## src/rtl/mips_ctrl_pkg.sv

```systemverilog
// Shared types and encodings for the multicycle MIPS control FSM.
// The JAL path is compiled in only when MIPS_CTRL_JAL_EN is defined.
package mips_ctrl_pkg;

   typedef enum logic [3:0] {
      S_FETCH   = 4'd0,
      S_DECODE  = 4'd1,
      S_MEMADR  = 4'd2,
      S_MEMRD   = 4'd3,
      S_MEMWB   = 4'd4,
      S_MEMWR   = 4'd5,
      S_EXECUTE = 4'd6,
      S_ALUWB   = 4'd7,
      S_BRANCH  = 4'd8,
      S_ADDIEX  = 4'd9,
      S_ADDIWB  = 4'd10,
      S_JUMP    = 4'd11,
      S_JAL     = 4'd12
   } state_t;

   localparam logic [5:0] OP_RTYPE = 6'h00;
   localparam logic [5:0] OP_J     = 6'h02;
   localparam logic [5:0] OP_JAL   = 6'h03;
   localparam logic [5:0] OP_BEQ   = 6'h04;
   localparam logic [5:0] OP_ADDI  = 6'h08;
   localparam logic [5:0] OP_LW    = 6'h23;
   localparam logic [5:0] OP_SW    = 6'h2B;

   localparam logic [1:0] ALU_ADD   = 2'b00;
   localparam logic [1:0] ALU_SUB   = 2'b01;
   localparam logic [1:0] ALU_FUNCT = 2'b10;

   localparam logic [1:0] SRCB_B       = 2'b00;
   localparam logic [1:0] SRCB_FOUR    = 2'b01;
   localparam logic [1:0] SRCB_IMM     = 2'b10;
   localparam logic [1:0] SRCB_IMM_SH2 = 2'b11;

   localparam logic [1:0] PC_ALU    = 2'b00;
   localparam logic [1:0] PC_ALUOUT = 2'b01;
   localparam logic [1:0] PC_JUMP   = 2'b10;

   // Datapath control word; one field per control output.
   typedef struct packed {
      logic       mem_read;
      logic       mem_write;
      logic       ir_write;
      logic       pc_write;
      logic       branch;
      logic       iord;
      logic       reg_dst;
      logic       mem_to_reg;
      logic       reg_write;
      logic       alu_src_a;
      logic [1:0] alu_src_b;
      logic [1:0] alu_op;
      logic [1:0] pc_src;
      logic       illegal_op;
`ifdef MIPS_CTRL_JAL_EN
      logic       link;
`endif
   } ctrl_t;

   // State entered after DECODE; S_FETCH means the opcode is unsupported.
   function automatic state_t decode_target(input logic [5:0] opcode);
      state_t target;
      case (opcode)
         OP_LW, OP_SW: target = S_MEMADR;
         OP_RTYPE:     target = S_EXECUTE;
         OP_BEQ:       target = S_BRANCH;
         OP_ADDI:      target = S_ADDIEX;
         OP_J:         target = S_JUMP;
`ifdef MIPS_CTRL_JAL_EN
         OP_JAL:       target = S_JAL;
`endif
         default:      target = S_FETCH;
      endcase
      return target;
   endfunction

endpackage

```

## src/rtl/mips_mc_control.sv

```systemverilog
// Moore control FSM for a multicycle MIPS; stalls in FETCH/MEMRD/MEMWR until mem_ready.
// Optional MIPS_CTRL_JAL_EN adds the JAL state and the link output.
module mips_mc_control
   import mips_ctrl_pkg::*;
(
   input  logic       clk,
   input  logic       rst,
   input  logic [5:0] opcode,
   input  logic       mem_ready,
   output logic       mem_read,
   output logic       mem_write,
   output logic       ir_write,
   output logic       pc_write,
   output logic       branch,
   output logic       iord,
   output logic       reg_dst,
   output logic       mem_to_reg,
   output logic       reg_write,
   output logic       alu_src_a,
   output logic [1:0] alu_src_b,
   output logic [1:0] alu_op,
   output logic [1:0] pc_src,
   output logic       illegal_op
`ifdef MIPS_CTRL_JAL_EN
   ,
   output logic       link
`endif
);

   state_t state;
   state_t state_next;
   ctrl_t  ctrl;

   always_ff @(posedge clk) begin
      if (rst) begin
         state <= S_FETCH;
      end else begin
         state <= state_next;
      end
   end

   always_comb begin
      state_next = state;
      case (state)
         S_FETCH:   if (mem_ready) state_next = S_DECODE;
         S_DECODE:  state_next = decode_target(opcode);
         S_MEMADR:  state_next = (opcode == OP_SW) ? S_MEMWR : S_MEMRD;
         S_MEMRD:   if (mem_ready) state_next = S_MEMWB;
         S_MEMWR:   if (mem_ready) state_next = S_FETCH;
         S_EXECUTE: state_next = S_ALUWB;
         S_ADDIEX:  state_next = S_ADDIWB;
         default:   state_next = S_FETCH;
      endcase
   end

   // Reset gates everything so no write enable survives into the reset cycle.
   always_comb begin
      ctrl = '0;
      if (!rst) begin
         case (state)
            S_FETCH: begin
               ctrl.mem_read  = 1'b1;
               ctrl.alu_src_b = SRCB_FOUR;
               ctrl.ir_write  = mem_ready;
               ctrl.pc_write  = mem_ready;
            end
            S_DECODE: begin
               ctrl.alu_src_b  = SRCB_IMM_SH2;
               ctrl.illegal_op = (decode_target(opcode) == S_FETCH);
            end
            S_MEMADR: begin
               ctrl.alu_src_a = 1'b1;
               ctrl.alu_src_b = SRCB_IMM;
            end
            S_MEMRD: begin
               ctrl.iord     = 1'b1;
               ctrl.mem_read = 1'b1;
            end
            S_MEMWB: begin
               ctrl.mem_to_reg = 1'b1;
               ctrl.reg_write  = 1'b1;
            end
            S_MEMWR: begin
               ctrl.iord      = 1'b1;
               ctrl.mem_write = 1'b1;
            end
            S_EXECUTE: begin
               ctrl.alu_src_a = 1'b1;
               ctrl.alu_src_b = SRCB_B;
               ctrl.alu_op    = ALU_FUNCT;
            end
            S_ALUWB: begin
               ctrl.reg_dst   = 1'b1;
               ctrl.reg_write = 1'b1;
            end
            S_BRANCH: begin
               ctrl.alu_src_a = 1'b1;
               ctrl.alu_op    = ALU_SUB;
               ctrl.pc_src    = PC_ALUOUT;
               ctrl.branch    = 1'b1;
            end
            S_ADDIEX: begin
               ctrl.alu_src_a = 1'b1;
               ctrl.alu_src_b = SRCB_IMM;
            end
            S_ADDIWB: begin
               ctrl.reg_write = 1'b1;
            end
            S_JUMP: begin
               ctrl.pc_src   = PC_JUMP;
               ctrl.pc_write = 1'b1;
            end
`ifdef MIPS_CTRL_JAL_EN
            S_JAL: begin
               ctrl.pc_src    = PC_JUMP;
               ctrl.pc_write  = 1'b1;
               ctrl.reg_write = 1'b1;
               ctrl.link      = 1'b1;
            end
`endif
            default: ctrl = '0;
         endcase
      end
   end

   assign mem_read   = ctrl.mem_read;
   assign mem_write  = ctrl.mem_write;
   assign ir_write   = ctrl.ir_write;
   assign pc_write   = ctrl.pc_write;
   assign branch     = ctrl.branch;
   assign iord       = ctrl.iord;
   assign reg_dst    = ctrl.reg_dst;
   assign mem_to_reg = ctrl.mem_to_reg;
   assign reg_write  = ctrl.reg_write;
   assign alu_src_a  = ctrl.alu_src_a;
   assign alu_src_b  = ctrl.alu_src_b;
   assign alu_op     = ctrl.alu_op;
   assign pc_src     = ctrl.pc_src;
   assign illegal_op = ctrl.illegal_op;
`ifdef MIPS_CTRL_JAL_EN
   assign link       = ctrl.link;
`endif

endmodule

```

## config.mk

```make
export PLATFORM = sky130hd
export DESIGN_NAME = mips_mc_control
export DESIGN_NICKNAME = d
export VERILOG_FILES = /design/src/rtl/mips_ctrl_pkg.sv /design/src/rtl/mips_mc_control.sv
export SDC_FILE = /design/constraint.sdc
export NUM_CORES = 1
export LEC_CHECK = 0
export ABC_CLOCK_PERIOD_IN_PS = 1400
export BUFFER_PORTS_ARGS = -buffer_cell sky130_fd_sc_hd__buf_2
export CORE_AREA = 5 5 43 45
export CTS_CLUSTER_SIZE = 8
export DETAILED_ROUTE_END_ITERATION = 10
export DIE_AREA = 0 0 48 50
export PLACE_DENSITY = 0.69
export SLEW_MARGIN = 5
export SYNTH_ARGS = -nofsm -noshare
export SYNTH_HDL_FRONTEND = slang
export SYNTH_SLANG_ARGS = --single-unit
```

## constraint.sdc

```tcl
create_clock -name clk -period 1.4 [get_ports clk]
set_input_delay 0.21 -clock clk [delete_from_list [all_inputs] [get_ports clk]]
set_output_delay 0.21 -clock clk [all_outputs]
set_load 0.02 [all_outputs]
```

# After elaboration in Yosys (flattened, before gate mapping)
# Index checks and enable logic that the tools add are counted.
# totals
wordCells,53
mem_bits_rw,0
mem_count,0
latchBits,0
ff_bits,4
romBits,0
out_inout_bits,17
# classes
reduce_logical,10
shift,0
n_lt_le_gt_ge,0
div_mod_pow,0
n_mux,23
add_sub_neg,0
n_bitwise,0
multipliers,0
n_eq_ne,19
# op_table
op,n
4-bit case mux with 7 select lines,1
4-bit two-way mux,5
4-bit case mux with 5 select lines,1
17-bit two-way mux,1
"4-bit by 3-bit == test with 1-bit output, second input constant",4
"4-bit == test, second input constant",4
"6-bit == test, second input constant",2
1-bit two-way mux,10
"4-bit by 2-bit == test with 1-bit output, second input constant",2
4-bit zero test,2
2-bit case mux with 2 select lines,2
2-bit OR reduction,4
"6-bit by 2-bit == test with 1-bit output, second input constant",1
"6-bit by 3-bit == test with 1-bit output, second input constant",1
"6-bit by 4-bit == test with 1-bit output, second input constant",1
6-bit zero test,1
"2-bit != test, second input constant",3
2-bit case mux with 3 select lines,1
"4-bit by 1-bit == test with 1-bit output, second input constant",1
4-bit OR reduction,1
3-bit two-way mux,1
3-bit AND reduction,1
3-bit OR reduction,1
1-bit case mux with 2 select lines,1

# Depth between registers and ports, before layout
# Gate-level depths: netlist (run 1).
# depth
depth_word,8
depth_mapped,5
ltp_nobuf,4

# Worst setup path after synthesis (run 1)
# No wires, ideal clock.
# synth_path
kind,register to output
from,register state[2]
to,output port pc_write
required_ns,1.190
path_slack_ns,-0.552
arrival_time_ns,1.742
stages_incl_launch_ff,4
path_cell_list,dfxtp_1 > nor4_1 > and3_1 > or2_2
# synth_between
elab_chain_cells,3
# synth_lines
element,line_no,source
from (decl),mips_mc_control.sv:30,state_t state;
from (signal assigned),mips_mc_control.sv:38,state <= state_next;
4-bit == test or 4-bit zero test (tied branches),mips_mc_control.sv:60,case (state)
1-bit case mux with 2 select lines *,mips_mc_control.sv:60,
17-bit two-way mux *,mips_mc_control.sv:59,if (!rst) begin
to (decl),mips_mc_control.sv:13,"output logic pc_write,"
# Every way passes the cells marked *; elsewhere a longest branch is shown, timed or not.

# Worst setup path in the final report (run 1)
# layout_path
from,register state[1]
to,output port alu_src_b[1]
# layout_between
elab_chain_cells,4
# layout_lines
element,line_no,source
4-bit == test or 4-bit by 2-bit == test with 1-bit output (tied branches),mips_mc_control.sv:60,
2-bit OR reduction (no line),--,
2-bit case mux with 3 select lines *,mips_mc_control.sv:60,
17-bit two-way mux *,mips_mc_control.sv:59,
to (decl),mips_mc_control.sv:20,"output logic [1:0] alu_src_b,"
# Marks and branches as above.

==> flow_summary.yaml, run 1 <==
place:
  io_buffers: 25
  dp_hpwl_mm: 1.446
  post-place-ws_ps: -61.69
  place.gp.congestion: 0.8229
  place_area_um2: 859.6
timing:
  drv_slew: 0
  max_freq_mhz: 585.7
  fin_ws_ps: -307.4
  setup_viol: 15
  worst_pin_slew_ps: 434.9
  timing.final.crit_period_ps: 1707
  grt_setup_unrepaired: "true"
  max-slew-margin-rel_pct: 70.26
  finalCritPeriodShare_pct: 122.0
  finClkSkew_ps: 2.814
  finalHoldViolCount: 0
floorplan:
  core_area_um2: 1436
  fp-row-count: 14
  initial_utilization_pct: 35.19
  fp.dieH_um: 50
  dieArea_um2: 2400
  ios: 26
  die_x_um: 48
setup_path:
  crit_fanout: 4
  crit_required_ps: 1190
  critical_path_class: "reg2out"
  endpoint_kind: "output pin"
  critical_path_arrival_ps: 1500
  r2r.worst_path.cells: 5
  cp-start-kind: "flop"
layout:
  regMostFlops: "state"
  fillers: 91
  largest_reg_flops: 4
  fin_area_um2: 1115
  drive_gt1_share_pct: 64.80
  areaGrowthSynthToFinish_pct: 120.5
  layout.nets: 136
  final_common_cell: "buf_4"
  num_antenna_cells: 0
  final_cell_mix: "buf_4, buf_6, buf_2"
  top_regs: "state x4"
synthesis:
  synth-main-ff-cell: "dfxtp_1"
  yosys.cell_types.count: 31
  yosys_register_bits: 4
  ys_seq_area_share_pct: 15.84
  postSynthAreaPerCell_um2: 6.481
  synthCells: 78
  synth_warnings: 0
  syn-cell-area_um2: 505.5
  synth_fp_nets: 87
  ys_async_sr_fraction_pct: 0
  synth-edff-count: 0
worst_hold_path:
  min_path_type: "in2reg"
  hold_depth: 2
power:
  peakVddDrop_mv: 0.3792
  powerDensity_nw_per_um2: 455.8
  finalPower_w: 0.0005081
  p_leak_nw: 0.4568
clock_network:
  cts_tree: "built"
  cts_root_buf: "clkbuf_4"
  htree_levels: 1
  cts_buffers: 3
  clock_latency_ps: 240
  clock_path_buffers: 2
  clk_pin_slew_ps: 40
  cts.sinks: 4
global_routing:
  grt_first_pass_wirelength_mm: 3.174
  antenna_found_initial: 0
  grt_max_degree: 9
  grt_pass1_vias: 673
  track_usage_pct: 18.36
  grt_overflow_total: 0
routing:
  routed-via-count: 788
  ant_nets: 0
  drc: 0
  first_pass_iters: 4
  viasPerCell: 5.589
  wl_per_cell_um: 15.74
  wirelength_mm: 2.220
  drtIter0Drc: 12
run_status:
  outcome: "complete, but fails checks"
  violations: "negative setup slack"
job:
  maxCapViolations: 0
==> metal layers <==
layer  GRT usage (%)  vias up  part of all wire (%)
li1                -      389                     -
met1           24.41      361                    39
met2           27.09       33                    52
met3           4.364        5                   5.9
met4           8.072        0                   2.3
met5               0        -                     0
==> layout make-up <==
| class | instances | area (um2) | share of cell area, % |
|---|---|---|---|
| tap | 16 | 20.02 | 1.796 |
| sequential | 4 | 90.09 | 8.081 |
| inverter | 3 | 13.76 | 1.235 |
| multi-input combinational | 64 | 553.0 | 49.61 |
| clock buffer | 3 | 22.52 | 2.020 |
| timing repair buffer | 51 | 415.4 | 37.26 |
==> what timing repair did <==
action | 4_1_cts | 5_1_grt
buffers inserted | 2 | 4
gates resized for setup | 13 | 39
gates cloned | 0 | 0
hold buffers | 0 | 0
endpoints found under the setup margin | 18 | 20
pin swaps | 5 | 6
==> report_power, final <==
group | switching, W | internal [W] | leakage, nW
logic | 0.000123 | 0.000113 | 0.408
clock network | 0.0000521 | 0.0000962 | 0.0138
registers | 0.00000661 | 0.000117 | 0.0349
total | 0.000182 | 0.000326 | 0.457
==> cell families (layout without fill, tap and decap cells) <==
kind of cell,after synthesis,count (layout),share of synthesized area [%]
flip-flops,4,4,15.84
AND/OR/NAND/NOR,41,41,43.81
AO/OA/AOI/OAI,20,20,26.49
XOR/XNOR,3,3,5.199
buffers and inverters,10,57,8.663
==> metrics by stage <==
step / util [%] / hold slack (ps) / setup TNS (ps) / std cells
6_report: 77.61 / 300.8 / -2207 / 141
5_1_grt: 77.61 / 297.2 / -3334 / 141
4_1_cts: 65.42 / 282.7 / -1737 / 137
3_5_place_dp: 59.84 / 536.0 / -112.1 / 132
3_3_place_gp: 59.84 / 524.6 / -11.74 / 132
2_1_floorplan: - / 312.0 / -246.0 / 78
==> Yosys cell counts, types with 3 or more instances <==
library cell	n	area share (%)
inv_1	3	2.2
a21oi_1	5	4.9
nor3_1	7	6.9
nand2_1	5	3.7
nor2_1	10	7.4
o21ai_0	4	4.0
clkbuf_1	4	3.0
nand2b_1	5	6.2
nor4_1	5	6.2
dfxtp_1	4	16
==> critical path: stages (launching register included) <==
cell and delay (ps):
dfxtp_4 360, buf_6 130, nand2b_4 170, buf_6 130
o21a_1 100, nor3_1 160, buf_2 200
==> worst paths after layout <==
| check | from | endpoint | slack, ps |
|---|---|---|---|
| hold / removal | rst | state[2] | 300 |
| setup / recovery | state[1] | alu_src_b[1] | -310 |
| setup reg to reg | state[1] | state[2] | -240 |
| hold reg to reg | state[1] | state[3] | 650 |
Note: power is estimated with default switching activity, not from simulation.
==> run 2, diff against run 1 <==
Settings changed: CAP_MARGIN from default to 20, CORE_AREA 5 5 43 45 to 5 5 42 44, CTS_BUF_LIST from default to sky130_fd_sc_hd__clkbuf_8, DIE_AREA 0 0 48 50 to 0 0 47 49, PLACE_DENSITY 0.69 to 0.72.
==> run 2 against run 1 <==
Net effect: the run now fails in 5_1_grt; synthesized area did not move; synthesized cell count did not move.
==> flow_summary.yaml, run 2 <==
global_routing:
  grt_max_degree: 9
  antenna_found_initial: 0
clock_network:
  cts_root_buf: "clkbuf_8"
  clock_path_buffers: 2
  htree_levels: 1
  cts.sinks: 4
  cts_buffers: 3
run_status:
  error_line: "[ERROR DPL-0033] detailed placement checks failed during check placement."
  failed_stage: "5_1_grt"
  outcome: "aborted with a tool error"
timing:
  worst-ep-kind: "output port"
  worst_endpoint: "illegal_op"
floorplan:
  fp.dieH_um: 49
  fp-row-count: 14
  die_x_um: 47
  initial_utilization_pct: 36.07
  ios: 26
synthesis:
  synth_warnings: 0
  synth_fp_nets: 87
  postSynthAreaPerCell_um2: 6.481
  syn-cell-area_um2: 505.5
  synthCells: 78
  ys_async_sr_fraction_pct: 0
  synth-main-ff-cell: "dfxtp_1"
  yosys_register_bits: 4
  synth_common_cells: "nor2_1, nor3_1"
  synth-edff-count: 0
  ys_seq_area_share_pct: 15.84
  yosys.cell_types.count: 31
  synth_area_leaders: "dfxtp_1, nor2_1, nor3_1"
  synth.top_cell.area_share_pct: 15.84
  yosysMostFrequentCell: "nor2_1"
  yosysTopAreaCell: "dfxtp_1"
place:
  io_buffers: 25
  place.gp.congestion: 0.8928
  dp_hpwl_mm: 1.566
  place_area_um2: 874.6
==> run 2: cell counts after synthesis <==
Identical to the previous run, type by type.
==> run 2: through the flow <==
step	setup slack, ps	std cells
after global placement	-26.20	134
after CTS	-210.6	147
after floorplan	-180.1	78
after detailed placement	-52.12	134
==> run 2: kinds of logic after synthesis <==
| group | Yosys count | share of synthesized area (%) |
|---|---|---|
| buffers and inverters | 10 | 8.663 |
| DFF | 4 | 15.84 |
| xor gates and xnor gates | 3 | 5.199 |
| AOI/OAI and AO/OA | 20 | 26.49 |
| and+or+nand+nor | 41 | 43.81 |
==> run 2: timing repair <==
item | in CTS
gates resized for setup | 41
pin swaps | 8
setup buffers | 10
hold buffers | 0
endpoints found under the setup margin | 17
==> run 3, diff against run 2 <==
Settings changed: ABC_CLOCK_PERIOD_IN_PS 1400 to 1820, CORE_AREA 5 5 42 44 to 5 5 66 68, CTS_BUF_LIST sky130_fd_sc_hd__clkbuf_8 to default, CTS_CLUSTER_SIZE 8 to default, DIE_AREA 0 0 47 49 to 0 0 71 73, PLACE_DENSITY 0.72 to default, PLACE_DENSITY_LB_ADDON from default to 0.15.
Clock period 1.4 ns to 1.82 ns, I/O delays scaled along.
==> run 3 against run 2 <==
Net effect: the run now ends clean.
==> flow_summary.yaml, run 3 (synthesis gave the netlist of run 1 again) <==
run_status:
  outcome: "complete, no violations"
layout:
  top_regs: "state x4"
  layout.nets: 115
  drive_gt1_share_pct: 39.42
  final_cell_mix: "buf_2, nor2_1, nor3_1, buf_4"
  seqCellArea_um2: 86.33
  num_antenna_cells: 0
  final_common_cell: "buf_2"
  fillers: 451
  regMostFlops: "state"
  largest_reg_flops: 4
  multi_input_area_um2: 399.1
  areaGrowthSynthToFinish_pct: 51.49
  final_core_util_pct: 20.16
clock_network:
  htree_levels: 1
  post_cts_buffers: 0
  cts.sinks: 4
  cts_tree: "built"
  cts_root_buf: "clkbuf_8"
  cts_buffers: 3
  clk_pin_slew_ps: 30
  clock_path_buffers: 2
  ctsResizeCount: 2
  clock_latency_ps: 210
  holdBufCountCts: 0
timing:
  timing.final.crit_period_ps: 1715
  worst_pin_slew_ps: 362.0
  drv_slew: 0
  finalHoldViolCount: 0
  finClkSkew_ps: 0.2130
  max-slew-margin-rel_pct: 75.24
  finalCritPeriodShare_pct: 94.24
  grt_setup_unrepaired: "false"
  fin_tns_setup_ps: 0
  max_freq_mhz: 583.0
  setup_viol: 0
setup_path:
  cp-start-kind: "flop"
  reg2reg_slack_ps: 220
  critical_path_class: "reg2out"
  crit_required_ps: 1550
  critical_path_arrival_ps: 1440
  r2r.worst_path.cells: 4
  endpoint_kind: "output pin"
  crit_fanout: 13
job:
  maxCapViolations: 0
routing:
  drc: 0
  ant_nets: 0
  routed-via-count: 665
  highest_layer: "met3"
  viasPerCell: 4.318
  wl_per_cell_um: 12.30
  drt-met1-wl_um: 836
  first_pass_iters: 4
  dr_wl_met3_um: 143
  wl_met2_um: 913
  wirelength_mm: 1.894
  drtIter0Drc: 15
floorplan:
  fp-row-count: 23
  core_area_um2: 3799
  ios: 26
  initial_utilization_pct: 13.31
  dieArea_um2: 5183
  fp.dieH_um: 73
  die_x_um: 71
place:
  place.gp.congestion: 0.7633
  dp_hpwl_mm: 1.539
  io_buffers: 25
global_routing:
  antenna_found_initial: 0
  grt_pass1_vias: 661
  grt_overflow_total: 0
  grt_max_degree: 16
  grt_first_pass_wirelength_mm: 3.125
  track_usage_pct: 7.443
power:
  powerDensity_nw_per_um2: 507.9
  p_leak_nw: 0.3171
  peakVddDrop_mv: 0.1178
worst_hold_path:
  hold_depth: 3
  min_path_type: "in2reg"
==> run 3: cell type report <==
cell class	count	area share (%)
flip-flops and latches	4	11.27
repair buffers	30	21.57
multi-input cells	64	52.12
well taps	50	8.170
inverters	3	1.471
clock buffers	3	5.392
==> run 3: power by group <==
| part | leakage (nW) | internal [W] | switching (W) |
|---|---|---|---|
| Clock | 0.0216 | 0.000140 | 0.0000403 |
| Combinational | 0.261 | 0.0000448 | 0.0000688 |
| Sequential | 0.0343 | 0.0000901 | 0.00000445 |
| Total | 0.317 | 0.000275 | 0.000114 |
==> run 3: worst paths after layout <==
check,startpoint,to
setup / recovery,state[2],pc_write
hold / removal,mem_ready,state[0]
setup reg to reg,state[2],state[2]
hold reg to reg,state[2],state[3]
==> run 3: layer usage <==
| metal | GRT usage, % | vias up |
|---|---|---|
| met5 | 0 | - |
| met4 | 2.505 | 0 |
| met3 | 2.479 | 0 |
| met2 | 12.15 | 22 |
| met1 | 9.195 | 301 |
| li1 | - | 342 |
==> run 3: metrics by stage <==
step,area (um2),hold WS (ps),setup slack [ps],power [W],instances
floorplan,518.0,375.0,74.98,0.0001645,78
global placement,710.7,646.0,46.66,0.0002118,151
detailed placement,710.7,628.4,99.16,0.0002097,151
CTS,754.5,407.7,66.67,0.0003969,154
finish,765.7,401.1,104.9,0.0003889,154
global route,765.7,428.8,58.60,0.0004139,154
==> run 3: worst max-delay path, cell delays in order (launching register included) <==
cell,delay (ps)
dfxtp_4,380
nor4_2,360
and3_1,230
or2_2,110
buf_2,150
==> run 4, diff against run 3 <==
Settings changed: REMOVE_ABC_BUFFERS from default to 1.
==> run 4 against run 3 <==
Net effect: total power is 2.3% higher; cell area increased by 2.1%; critical endpoint unchanged; die area stayed put; worst hold slack lost 2.3 ps; first-iteration DRC count is 13% lower; global-route usage increased by 0.43 points; core utilization is 0.43 points higher; via count rose by 0.60%; clock power up 4%; sequential power rose by 4.7%.
==> flow_summary.yaml, run 4 (synthesis gave the netlist of run 1 again) <==
run_status:
  outcome: "complete, no violations"
power:
  p_sw_w: 0.0001177
  seqPwrFrac_pct: 24.9
  p_leak_nw: 0.3340
  p_int_w: 0.0002803
  p_comb_share_pct: 27.9
  peakVddDrop_mv: 0.1296
  swShare_pct: 29.57
  powerDensity_nw_per_um2: 508.9
  finalPower_w: 0.0003980
  p_clk_share_pct: 47.2
setup_path:
  critical_path_class: "reg2out"
  r2r_end: "state[2]"
  crit_chain: "nor4_2, and3_1, or2_2, buf_2"
  path_depth: 4
  crit_start: "state[3]"
  crit_path_end: "pc_write"
  critical_path_arrival_ps: 1430
  crit_fanout: 6
  regToRegStartpoint: "state[2]"
  crit_required_ps: 1550
  cp_top_family: "simple AND/OR/NAND/NOR gates"
  cpMaxStageDelayCell: "dfxtp_1"
  r2r.worst_path.cells: 4
  reg2reg_slack_ps: 300
  endpoint_kind: "output pin"
  cp-start-kind: "flop"
  crit_path_max_incr_delay_ps: 460
  crit_buf_inv: 1
routing:
  drc: 0
  ant_nets: 0
  routed-via-count: 669
  first_pass_iters: 4
  drtIter0Drc: 13
  wl_per_cell_um: 11.58
  wirelength_mm: 1.829
  viasPerCell: 4.234
layout:
  layout.nets: 119
  num_antenna_cells: 0
  fillers: 463
  largest_reg_flops: 4
  seqCellArea_um2: 83.83
  top_regs: "state x4"
  final_cell_mix: "buf_2, nor2_1, buf_4"
  multi_input_area_um2: 390.4
  drive_gt1_share_pct: 40.74
  regMostFlops: "state"
  final-instance-count-excl-fill: 158
  final_common_cell: "buf_2"
  fin_area_um2: 782.0
  areaGrowthSynthToFinish_pct: 54.70
timing:
  fin_tns_setup_ps: 0
  worst_pin_slew_ps: 318.8
  finClkSkew_ps: 2.996
  drv_slew: 0
  finalCritPeriodShare_pct: 93.44
  max_freq_mhz: 588.0
  timing.hold.ws_ps: 398.8
  setup_viol: 0
  max-slew-margin-rel_pct: 78.19
  finalHoldViolCount: 0
  timing.final.crit_period_ps: 1701
  grt_setup_unrepaired: "false"
clock_network:
  cts.sinks: 4
  holdBufCountCts: 0
  clock_latency_ps: 220
  clk_pin_slew_ps: 30
  cts_buffers: 3
  cts_tree: "built"
  post_cts_buffers: 0
  clock_path_buffers: 2
  cts_root_buf: "clkbuf_8"
  htree_levels: 1
global_routing:
  track_usage_pct: 7.873
  grt_first_pass_wirelength_mm: 3.187
  grt_util_met3_pct: 1.240
  grt_busiest_layer: "met2"
  antenna_found_initial: 0
  grt_use_met2_pct: 11.64
  grt_max_degree: 13
  grt_overflow_total: 0
  grt_pass1_vias: 650
  use_met1_pct: 10.59
job:
  maxCapViolations: 0
worst_hold_path:
  min_path_type: "in2reg"
  hold_start: "mem_ready"
floorplan:
  ios: 26
  die_x_um: 71
  fp-row-count: 23
  dieArea_um2: 5183
  core_area_um2: 3799
  fp.dieH_um: 73
  initial_utilization_pct: 13.31
place:
  place_area_um2: 728.2
  dp_hpwl_mm: 1.527
  io_buffers: 25
  place.gp.congestion: 0.7177
  dp.cells: 155
==> run 4: changes by cell type in the layout (fill, tap and decap cells not counted) <==
cell      before  now
nand2b_1       5    4
nor3_2         1    0
nor4_2         3    2
nor3_1         6    7
buf_4          6    9
dfxtp_2        2    3
nor4_1         3    4
dfxtp_4        1    0
nand2b_2       0    1
buf_2         24   25
==> run 4: how the worst min path moves through the flow <==
stage / endpoint / slack (ps) / depth (start not counted)
2_1_floorplan: state[1] / 340 / 1
5_1_grt: state[0] / 430 / 3
3_5_place_dp: state[0] / 630 / 3
6_report: state[0] / 400 / 3
4_1_cts: state[0] / 400 / 3
3_3_place_gp: state[2] / 650 / 3
==> run 4: cell type report <==
type	instances	share of cell area, %
multi-input cells	64	49.92
repair buffers	34	24.64
flip-flops and latches	4	10.72
well taps	50	8.000
clock buffers	3	5.280
inverters	3	1.440
==> run 4: power groups by stage <==
stage | combinational (W) | sequential, W | clock (W)
floorplan | 0.0000574 | 0.0000990 | 0
global placement | 0.000114 | 0.0000996 | 0
detailed placement | 0.000111 | 0.0000994 | 0
CTS | 0.000111 | 0.0000982 | 0.000195
global route | 0.000125 | 0.0000999 | 0.000204
finish | 0.000111 | 0.0000990 | 0.000188
==> run 4: per-layer routing <==
layer  routed length (um)  up-vias
met1                  886      299
met4                   52        0
met3                   44        5
li1                     -      347
met2                  846       18
met5                    0        -
==> run 4: worst register-to-register path: stages (launching register included) <==
cell and delay [ps]:
dfxtp_2 370, nor4_2 320, nand2_1 80, or4_1 390
a311oi_1 260
==> run 4: metrics by stage <==
stage,worst slack (ps),utilization (%)
3_5_place_dp,250.8,19.17
4_1_cts,18.31,20.26
5_1_grt,35.20,20.59
2_1_floorplan,-300.6,-
6_report,119.3,20.59
3_3_place_gp,229.9,19.17
==> run 4: repair_timing <==
action                                  CTS  global route
gates resized for setup                   0             5
hold endpoints to repair                  0             0
endpoints found under the setup margin    0             6
